===== src/rtl/pattern_scheduler_pkg.sv =====
// ============================================================================
// Module   : pattern_scheduler_pkg
// Purpose  : Shared pattern step and game-state encodings for pattern_scheduler.
// Revision : 1.0
// ============================================================================
`default_nettype none

package pattern_scheduler_pkg;

  localparam logic [3:0] STEP = 4'd3;

  typedef enum logic [1:0] {
    IDLE = 2'd0,
    PLAY = 2'd1,
    OVER = 2'd2
  } state_t;

endpackage

`default_nettype wire


===== src/rtl/pattern_scheduler_hit_judge.sv =====
// ============================================================================
// Module   : hit_judge
// Purpose  : Judges a press edge against the bottom row; purely combinational.
// Revision : 1.0
// ============================================================================
`default_nettype none

module hit_judge
  import pattern_scheduler_pkg::*;
(
  input  logic [3:0] press,
  input  logic [3:0] row0,
  input  logic       beat,
  output logic [3:0] newRow0,
  output logic [2:0] hitCount,
  output logic       comboClr,
  output logic       comboInc,
  output logic       missInc
);

  logic [3:0] w_hit;
  logic [3:0] w_wrong;

  assign w_hit    = press & row0;
  assign w_wrong  = press & ~row0;
  assign newRow0  = row0 & ~w_hit;
  assign hitCount = {2'b00, w_hit[0]} + {2'b00, w_hit[1]}
                  + {2'b00, w_hit[2]} + {2'b00, w_hit[3]};

  // The miss check sees the row after this cycle's hits have been cleared.
  assign missInc  = beat && (newRow0 != 4'd0);
  assign comboInc = (w_wrong == 4'd0) && (w_hit != 4'd0) && (newRow0 == 4'd0);
  assign comboClr = (w_wrong != 4'd0) || missInc;

endmodule

`default_nettype wire


===== src/rtl/pattern_scheduler.sv =====
// ============================================================================
// Module   : pattern_scheduler
// Purpose  : Falling-pattern lane controller: row buffer, generator, judging, score.
// Revision : 1.0
// ============================================================================
`default_nettype none

module pattern_scheduler
  import pattern_scheduler_pkg::*;
#(
  parameter int         DEPTH    = 4,
  parameter logic [3:0] SEED     = 4'b0001,
  parameter int         MAX_MISS = 8
) (
  input  logic               clk,
  input  logic               rst,
  input  logic               start,
  input  logic               beat,
  input  logic [3:0]         keys,
  output logic [4*DEPTH-1:0] rows,
  output logic [9:0]         score,
  output logic [7:0]         combo,
  output logic [3:0]         misses,
  output logic               playing,
  output logic               game_over
);

  state_t             r_state;
  state_t             w_stateNext;
  logic               w_fresh;
  logic [4*DEPTH-1:0] r_rows;
  logic [4*DEPTH-1:0] w_shifted;
  logic [4*DEPTH-1:0] w_judgedRows;
  logic [3:0]         r_gen;
  logic [9:0]         r_score;
  logic [7:0]         r_combo;
  logic [3:0]         r_misses;
  logic [3:0]         r_keysD;
  logic [3:0]         w_press;
  logic [3:0]         w_newRow0;
  logic [2:0]         w_hitCount;
  logic               w_comboClr;
  logic               w_comboInc;
  logic               w_missInc;
  logic [3:0]         w_missesNext;
  logic [10:0]        w_scoreSum;
  logic [8:0]         w_comboSum;

  assign w_press = keys & ~r_keysD;

  hit_judge u_judge (
    .press    (w_press),
    .row0     (r_rows[3:0]),
    .beat     (beat),
    .newRow0  (w_newRow0),
    .hitCount (w_hitCount),
    .comboClr (w_comboClr),
    .comboInc (w_comboInc),
    .missInc  (w_missInc)
  );

  // Row k takes row k+1; the top row takes the generator value.
  for (genvar k = 0; k < DEPTH - 1; k++) begin : g_shift
    assign w_shifted[4*k+3:4*k] = r_rows[4*k+7:4*k+4];
  end
  assign w_shifted[4*DEPTH-1 -: 4] = r_gen;

  always_comb begin
    w_judgedRows      = r_rows;
    w_judgedRows[3:0] = w_newRow0;
  end

  assign w_missesNext = r_misses + {3'b000, w_missInc};
  assign w_scoreSum   = {1'b0, r_score} + {8'd0, w_hitCount};
  assign w_comboSum   = {1'b0, r_combo} + 9'd1;

  always_ff @(posedge clk) begin
    if (rst) r_state <= IDLE;
    else     r_state <= w_stateNext;
  end

  always_comb begin
    w_stateNext = r_state;
    w_fresh     = 1'b0;
    case (r_state)
      IDLE, OVER: begin
        if (start) begin
          w_stateNext = PLAY;
          w_fresh     = 1'b1;
        end
      end
      PLAY: begin
        if (w_missesNext == 4'(MAX_MISS)) w_stateNext = OVER;
      end
      default: w_stateNext = IDLE;
    endcase
  end

  always_ff @(posedge clk) begin
    if (rst) begin
      r_rows   <= '0;
      r_gen    <= SEED;
      r_score  <= '0;
      r_combo  <= '0;
      r_misses <= '0;
      r_keysD  <= 4'hF;
    end else begin
      r_keysD <= keys;
      if (w_fresh) begin
        r_rows   <= '0;
        r_gen    <= SEED;
        r_score  <= '0;
        r_combo  <= '0;
        r_misses <= '0;
      end else if (r_state == PLAY) begin
        if (beat) begin
          r_rows <= w_shifted;
          r_gen  <= r_gen + STEP;
        end else begin
          r_rows <= w_judgedRows;
        end
        r_score  <= w_scoreSum[10] ? 10'd1023 : w_scoreSum[9:0];
        r_misses <= w_missesNext;
        if (w_comboClr)      r_combo <= '0;
        else if (w_comboInc) r_combo <= w_comboSum[8] ? 8'd255 : w_comboSum[7:0];
      end
    end
  end

  assign rows      = r_rows;
  assign score     = r_score;
  assign combo     = r_combo;
  assign misses    = r_misses;
  assign playing   = (r_state == PLAY);
  assign game_over = (r_state == OVER);

endmodule

`default_nettype wire


===== config.mk =====
export PLATFORM = sky130hd
export DESIGN_NAME = pattern_scheduler
export DESIGN_NICKNAME = d
export VERILOG_FILES = /design/src/rtl/pattern_scheduler_pkg.sv /design/src/rtl/pattern_scheduler_hit_judge.sv /design/src/rtl/pattern_scheduler.sv
export SDC_FILE = /design/constraint.sdc
export NUM_CORES = 1
export LEC_CHECK = 0
export ABC_AREA = 1
export CORE_MARGIN = 4
export CORE_UTILIZATION = 46
export CTS_CLUSTER_SIZE = 20
export DETAILED_ROUTE_END_ITERATION = 12
export GPL_ROUTABILITY_DRIVEN = 1
export GPL_TIMING_DRIVEN = 0
export PLACE_DENSITY_LB_ADDON = 0.2
export RECOVER_POWER = 50
export SYNTH_ARGS = -nofsm -noshare
export SYNTH_HDL_FRONTEND = slang
export SYNTH_SLANG_ARGS = --single-unit

===== constraint.sdc =====
create_clock -name clk -period 3 [get_ports clk]
set_clock_uncertainty 0.2 [all_clocks]
set_input_delay 0.6 -clock clk [delete_from_list [all_inputs] [get_ports clk]]
set_output_delay 0.6 -clock clk [all_outputs]
set_load 0.01 [all_outputs]

======== Word level (Yosys, flattened, before mapping) ========
Index checks and enable logic that the tools add are counted.
cells by class
  equality and inequality tests ........... 5
  bitwise logic cells ..................... 7
  reduce and logical (&&, ||, !) cells .... 16
  mux-type cells .......................... 10
  add/subtract/negate cells ............... 7
operators with widths
  cell                                                                      count
  8-bit 2-to-1 mux                                                          3
  4-bit bitwise AND                                                         4
  4-bit inverter                                                            3
  4-bit nonzero test                                                        3
  10-bit by 3-bit adder with 11-bit output                                  1
  10-bit 2-to-1 mux                                                         1
  8-bit by 1-bit adder with 9-bit output (second input constant)            1
  4-bit logical NOT                                                         2
  3-bit by 1-bit adder with 3-bit output                                    2
  2-bit AND reduction                                                       3
  4-bit by 1-bit adder with 4-bit output                                    1
  4-bit by 2-bit adder with 4-bit output (second input constant)            1
  4-bit == test (second input constant)                                     1
  2-bit 2-to-1 mux                                                          2
  4-bit 2-to-1 mux                                                          1
  2-bit case mux with 2 select lines                                        1
  2-bit OR reduction                                                        2
  1-bit logical AND                                                         3
  1-bit by 1-bit adder with 2-bit output                                    1
  2-bit by 1-bit == test with 1-bit output (second input constant)          1
  2-bit == test (second input constant)                                     1
  2-bit logical NOT                                                         1
  1-bit 2-to-1 mux                                                          2
  2-bit by 1-bit inequality test with 1-bit output (second input constant)  1
  3 further kinds                                                           3
word-level totals
  flip-flop bits (word level) ............. 48
  bits of input ports ..................... 8
  logic and storage cells ................. 53
  output and inout port bits .............. 40

======== Longest topological paths before layout ========
  word-level depth ........................ 11
  depth in mapped cells ................... 21

======== Hierarchy ========
Synthesis repeated with hierarchy kept, for this count alone.
second synthesis, totals
  cells, all modules ...................... 357
  area, all modules ....................... 2481.1 sq um
modules (own cells, without submodules)
  module             sequential area each (sq um)  cells each  area each (sq um)  instances
  pattern_scheduler  960.9                         312         2255.9             1
  hit_judge          0.0                           45          225.2              1

======== Worst setup path before layout ========
No wires, ideal clock.
  path type ............................... input port to flip-flop
  from .................................... in keys[1]
  to ...................................... reg r_score[7], in the netlist score[7]
  stages on the path ...................... 20
  path buffers ............................ 0
  arrival ................................. 2.955 ns
  slack ................................... -0.211 ns
  path through ............................ nand2_1 -> inv_1 -> nand2_1 -> inv_1 -> ha_1 -> inv_1 -> fa_1 -> inv_1 -> ha_1 -> inv_1 -> fa_1 -> inv_1 -> nand2_1 -> a21oi_1 -> nand3_1 -> inv_1 -> a21oi_1 -> o21ai_0 -> nand2_1 -> inv_1
between the ends
  longest elaborated chain between the ends .. 7
ends and longest elaborated chain
  what                                                 RTL line                           RTL
  start: declaration                                   pattern_scheduler.sv:19            input logic [3:0] keys,
  4-bit bitwise AND                                    pattern_scheduler.sv:49            assign w_press = keys & ~r_keysD;
  4-bit bitwise AND                                    pattern_scheduler_hit_judge.sv:24  assign w_hit = press & row0;
  1-bit by 1-bit adder with 2-bit output               pattern_scheduler_hit_judge.sv:27  assign hitCount = {2'b00, w_hit[0]} + {2'b00, w_hit[1]}
  3-bit by 1-bit adder with 3-bit output (2 in a row)  pattern_scheduler_hit_judge.sv:28  + {2'b00, w_hit[2]} + {2'b00, w_hit[3]};
  10-bit by 3-bit adder with 11-bit output             pattern_scheduler.sv:74            assign w_scoreSum = {1'b0, r_score} + {8'd0, w_hitCount};
  10-bit 2-to-1 mux                                    pattern_scheduler.sv:122           r_score <= w_scoreSum[10] ? 10'd1023 : w_scoreSum[9:0];
  end signal: assignment                               pattern_scheduler.sv:122
  end: declaration                                     pattern_scheduler.sv:35            logic [9:0] r_score;
No other way between the ends.
A chain may end at the register's enable or synchronous reset.

======== Final worst setup path ========
  from .................................... in keys[1]
  to ...................................... reg r_score[4], in the netlist score[4]
Same word-level chain as after synthesis.

==> reports/summary.txt <==
RUN STATUS
-----------------------------------------------------------------------------------------------
Run status ....................................................................... complete, but fails checks
Violations in the final reports .................................................. negative setup slack

TIMING
-----------------------------------------------------------------------------------------------
Final setup viols ................................................................            1
Final Worst Setup Slack ..........................................................  -0.00198 ns
Worst slew margin relative to its limit ..........................................        0.679
Shortest clock period the worst path allows after layout .........................      3.00 ns
RSZ-0062 raised after global routing .............................................          yes
Worst Max-Slew Pin Slew ..........................................................     0.481 ns
Final Hold Vio Count .............................................................            0
Final clock period utilization by the worst path .................................         1.00
Maximum clock frequency ..........................................................      333 MHz
Number of pins with negative max-slew slack in the final report ..................            0

LOGIC SYNTHESIS
-----------------------------------------------------------------------------------------------
Number of warnings issued by yosys ...............................................            0
Post-synth EDFFs .................................................................            0
Top cells by instance count after synthesis ...................................... 66 x nand2_1, 48 x dfxtp_1, 44 x inv_1
Number of different library cells in the post-synthesis netlist ..................           32
Async set or reset register ratio after synthesis ................................            0
Cell count after synthesis .......................................................          344
Average instance area after synthesis ............................................    7.10 um^2
Area of the mapped netlist .......................................................    2440 um^2
Sequential cell area fraction in the yosys report ................................        0.393
Register bit total from synthesis ................................................           48
Portion of synthesized cell area occupied by the leading cell type ...............        0.393
Post-synth net total .............................................................          364
Dominant register cell in the synthesized netlist ................................      dfxtp_1
Cell types occupying the most area after synthesis ............................... dfxtp_1 39%, nand2_1 10%, a21oi_1 7.4%, inv_1 6.8%, o21ai_0 6.6%
Largest area contributor in the synthesized netlist ..............................      dfxtp_1
Most frequent cell after synthesis ...............................................      nand2_1

CLOCK TREE
-----------------------------------------------------------------------------------------------
CTS tree .........................................................................          yes
# H-tree levels ..................................................................            2
Clk Tree Root Cell ...............................................................     clkbuf_8
Bufs on Longest Clock Path .......................................................            2
Post-cts hold buffer count .......................................................            0
Clk Latency, worst-skew pair .....................................................      0.30 ns
Num CTS Buffers ..................................................................            5
Sink count of the clock tree .....................................................           48
Clock input transition at the sequential cells of the worst setup and hold paths .      0.09 ns

SETUP PATH
-----------------------------------------------------------------------------------------------
Number of buffers and inverters on the critical path .............................            8
Critical-path maximum fanout .....................................................            3
CP Class .........................................................................    in -> reg
Largest stage delay, worst path ..................................................      0.46 ns
Cell mode on critical path .......................................................        inv_2
Type of destination of the critical path .........................................         flop
Cells traversed along the worst timing path ...................................... buf_6 -> nand2_8 -> inv_4 -> nand2_4 -> inv_2 -> ha_4 -> inv_2 -> fa_1 -> inv_2 -> ha_4 -> inv_2 -> fa_2 -> inv_2 -> nand2_2 -> a21oi_4 -> buf_4 -> nand2_1 -> xor2_1 -> a21oi_1
Crit-path leading delay family ...................................................  adder cells
Critical Path Slowest Stage Cell .................................................         fa_1
Critical Path Start Type .........................................................   input port
Data arrival time of the critical path ...........................................      2.98 ns
Data required time of the critical path ..........................................      2.97 ns

ROUTE
-----------------------------------------------------------------------------------------------
Detailed-route vias per instance .................................................         4.88
DRT antenna net count ............................................................            0
Total Routed Length ..............................................................      5810 um
Number of search-and-repair iterations in the first detailed-routing pass ........            4
Routed len/inst ..................................................................      12.2 um
Drc violations ...................................................................            0
Number of vias in the routed layout ..............................................         2328
Drt initial violations ...........................................................          123

PWR
-----------------------------------------------------------------------------------------------
Sequential share of power ........................................................        0.506
Ratio of total power to cell area ................................................  401 nW/um^2
Maximum resistive drop on vdd ....................................................       254 uV
Internal power ...................................................................   0.000978 W
Switching Power ..................................................................   0.000351 W
Clock network fraction of total power ............................................        0.362
Total power draw .................................................................    0.00133 W
Proportion of power drawn by combinational gates .................................        0.132
Sw frac ..........................................................................        0.264
Leakage Power ....................................................................      1.47 nW

GLOBAL ROUTE
-----------------------------------------------------------------------------------------------
Number of global-route vias before repair ........................................         2304
Largest net degree at the start of global routing ................................           17
Initial antenna violation count ..................................................            0
First-pass GRT wire length .......................................................     10100 um
GR Overflow Total ................................................................            0
GRT Total Usage ..................................................................        0.193

LAYOUT
-----------------------------------------------------------------------------------------------
Final net count ..................................................................          426
Area added between synthesis and finish ..........................................        35.7%
Fraction of final layout cells with drive strength greater than 1 ................        0.167
Diodes inserted ..................................................................            0
Final cell utilization of the core ...............................................        0.645
Finished layout cell area ........................................................    3310 um^2

PLACED DESIGN
-----------------------------------------------------------------------------------------------
HPWL after detailed placement ....................................................      4180 um
Port bufs ........................................................................           47
Cell area reported after detailed placement ......................................    3040 um^2
Last weighted congestion value of the routability-driven placer ..................        0.825

FLOORPLANNING
-----------------------------------------------------------------------------------------------
Number of placement rows .........................................................           26
DIE WIDTH ........................................................................      80.9 um
Placeable core region ............................................................    5140 um^2
Die area .........................................................................    6540 um^2
I/O pin count ....................................................................           48
Height of the die ................................................................      80.9 um
Initial cell density of the core .................................................        0.475

MIN PATH
-----------------------------------------------------------------------------------------------
Worst Hold Class .................................................................   reg -> reg

JOB
-----------------------------------------------------------------------------------------------
Max-cap violations ...............................................................            0

## routing by layer
| layer | track usage | vias up | share of wire |
|---|---|---|---|
| met5 | 0 | - | 0 |
| met2 | 0.341 | 40 | 0.49 |
| met1 | 0.239 | 1053 | 0.46 |
| li1 | - | 1230 | - |
| met3 | 0.0366 | 5 | 0.036 |
| met4 | 0.0507 | 0 | 0.0090 |
## cell type report
cell class | count | area (um^2)
inverters | 47 | 184
plain buffers | 9 | 53.8
clock inverters | 3 | 46.3
multi-input cells | 240 | 1380
clock buffers | 5 | 68.8
flip-flops and latches | 48 | 962
fillers | 489 | 1830
well taps | 70 | 87.6
repair buffers | 55 | 528
## power by group through the flow
stage	sequential, W	clock, W	combinational [W]
floorplan	0.000690	0	0.000102
global placement	0.000686	0	0.000174
global route	0.000675	0.000519	0.000198
detailed placement	0.000686	0	0.000176
finish	0.000672	0.000481	0.000176
CTS	0.000671	0.000494	0.000177
## through the flow
step                      setup TNS (ns)  instances  setup WS [ns]  hold WS (ns)
final                           -0.00198        477       -0.00198         0.279
after floorplan                   -0.123        344        -0.0607         0.244
after global placement             -7.38        461         -0.820         0.263
after global routing              -0.554        477         -0.114         0.302
after detailed placement           -7.66        461         -0.863         0.263
after CTS                              0        473         0.0107         0.280
## what timing repair did
action,4_1_cts,5_1_grt
buffers inserted,4,4
pin swaps,5,10
resized for setup,23,27
setup endpoints to repair,10,11
## cells by family (layout without fill, tap and decap cells)
family                   after synthesis  in the layout  synth area share
flip-flops                            48             48             0.393
AO/OA/AOI/OAI                         76             76             0.166
buffers and inverters                 56            119            0.0943
adder cells (fa/ha/maj)               12             12            0.0676
AND/OR/NAND/NOR                      148            148             0.264
XOR/XNOR                               4              4            0.0143
## placed cells by master, fill, tap and decap left out, drive strengths merged, types with 3 or more instances in the layout
master	count
nand2	67
dfxtp	48
inv	46
nor2	43
a21oi	36
o21ai	34
dlygate4sd3	31
nand3	28
buf	13
clkdlybuf4s50	12
clkbuf	11
ha	10
or2	4
xor2	3
nor3	3
## path summary, 6_finish.rpt
path              start       end  slack (ns)  cells past startpoint
max reg2reg  r_keysD[1]  score[4]      -0.002                     19
min reg2reg    r_gen[3]  r_gen[3]        0.28                      2
min            r_gen[3]  r_gen[3]        0.28                      2
max             keys[1]  score[4]      -0.002                     19
## worst reg2reg max path, stage by stage (launching register included)
cell     delay (ns)
dfxtp_2        0.35
inv_4          0.04
nand2_8        0.07
inv_4          0.04
nand2_4        0.05
inv_2          0.04
ha_4           0.25
inv_2          0.03
fa_1           0.46
inv_2          0.08
ha_4           0.13
inv_2          0.04
fa_2           0.35
inv_2          0.07
nand2_2        0.06
a21oi_4        0.22
buf_4          0.14
nand2_1        0.05
xor2_1         0.14
a21oi_1        0.08
## registers in the layout (all words and copies together) (netlist names)
register and count:
rows 16, score 10, combo 8, misses 4, r_gen 4, r_keysD 4, r_state 2
No activity file was read; power rests on OpenSTA's default activity.
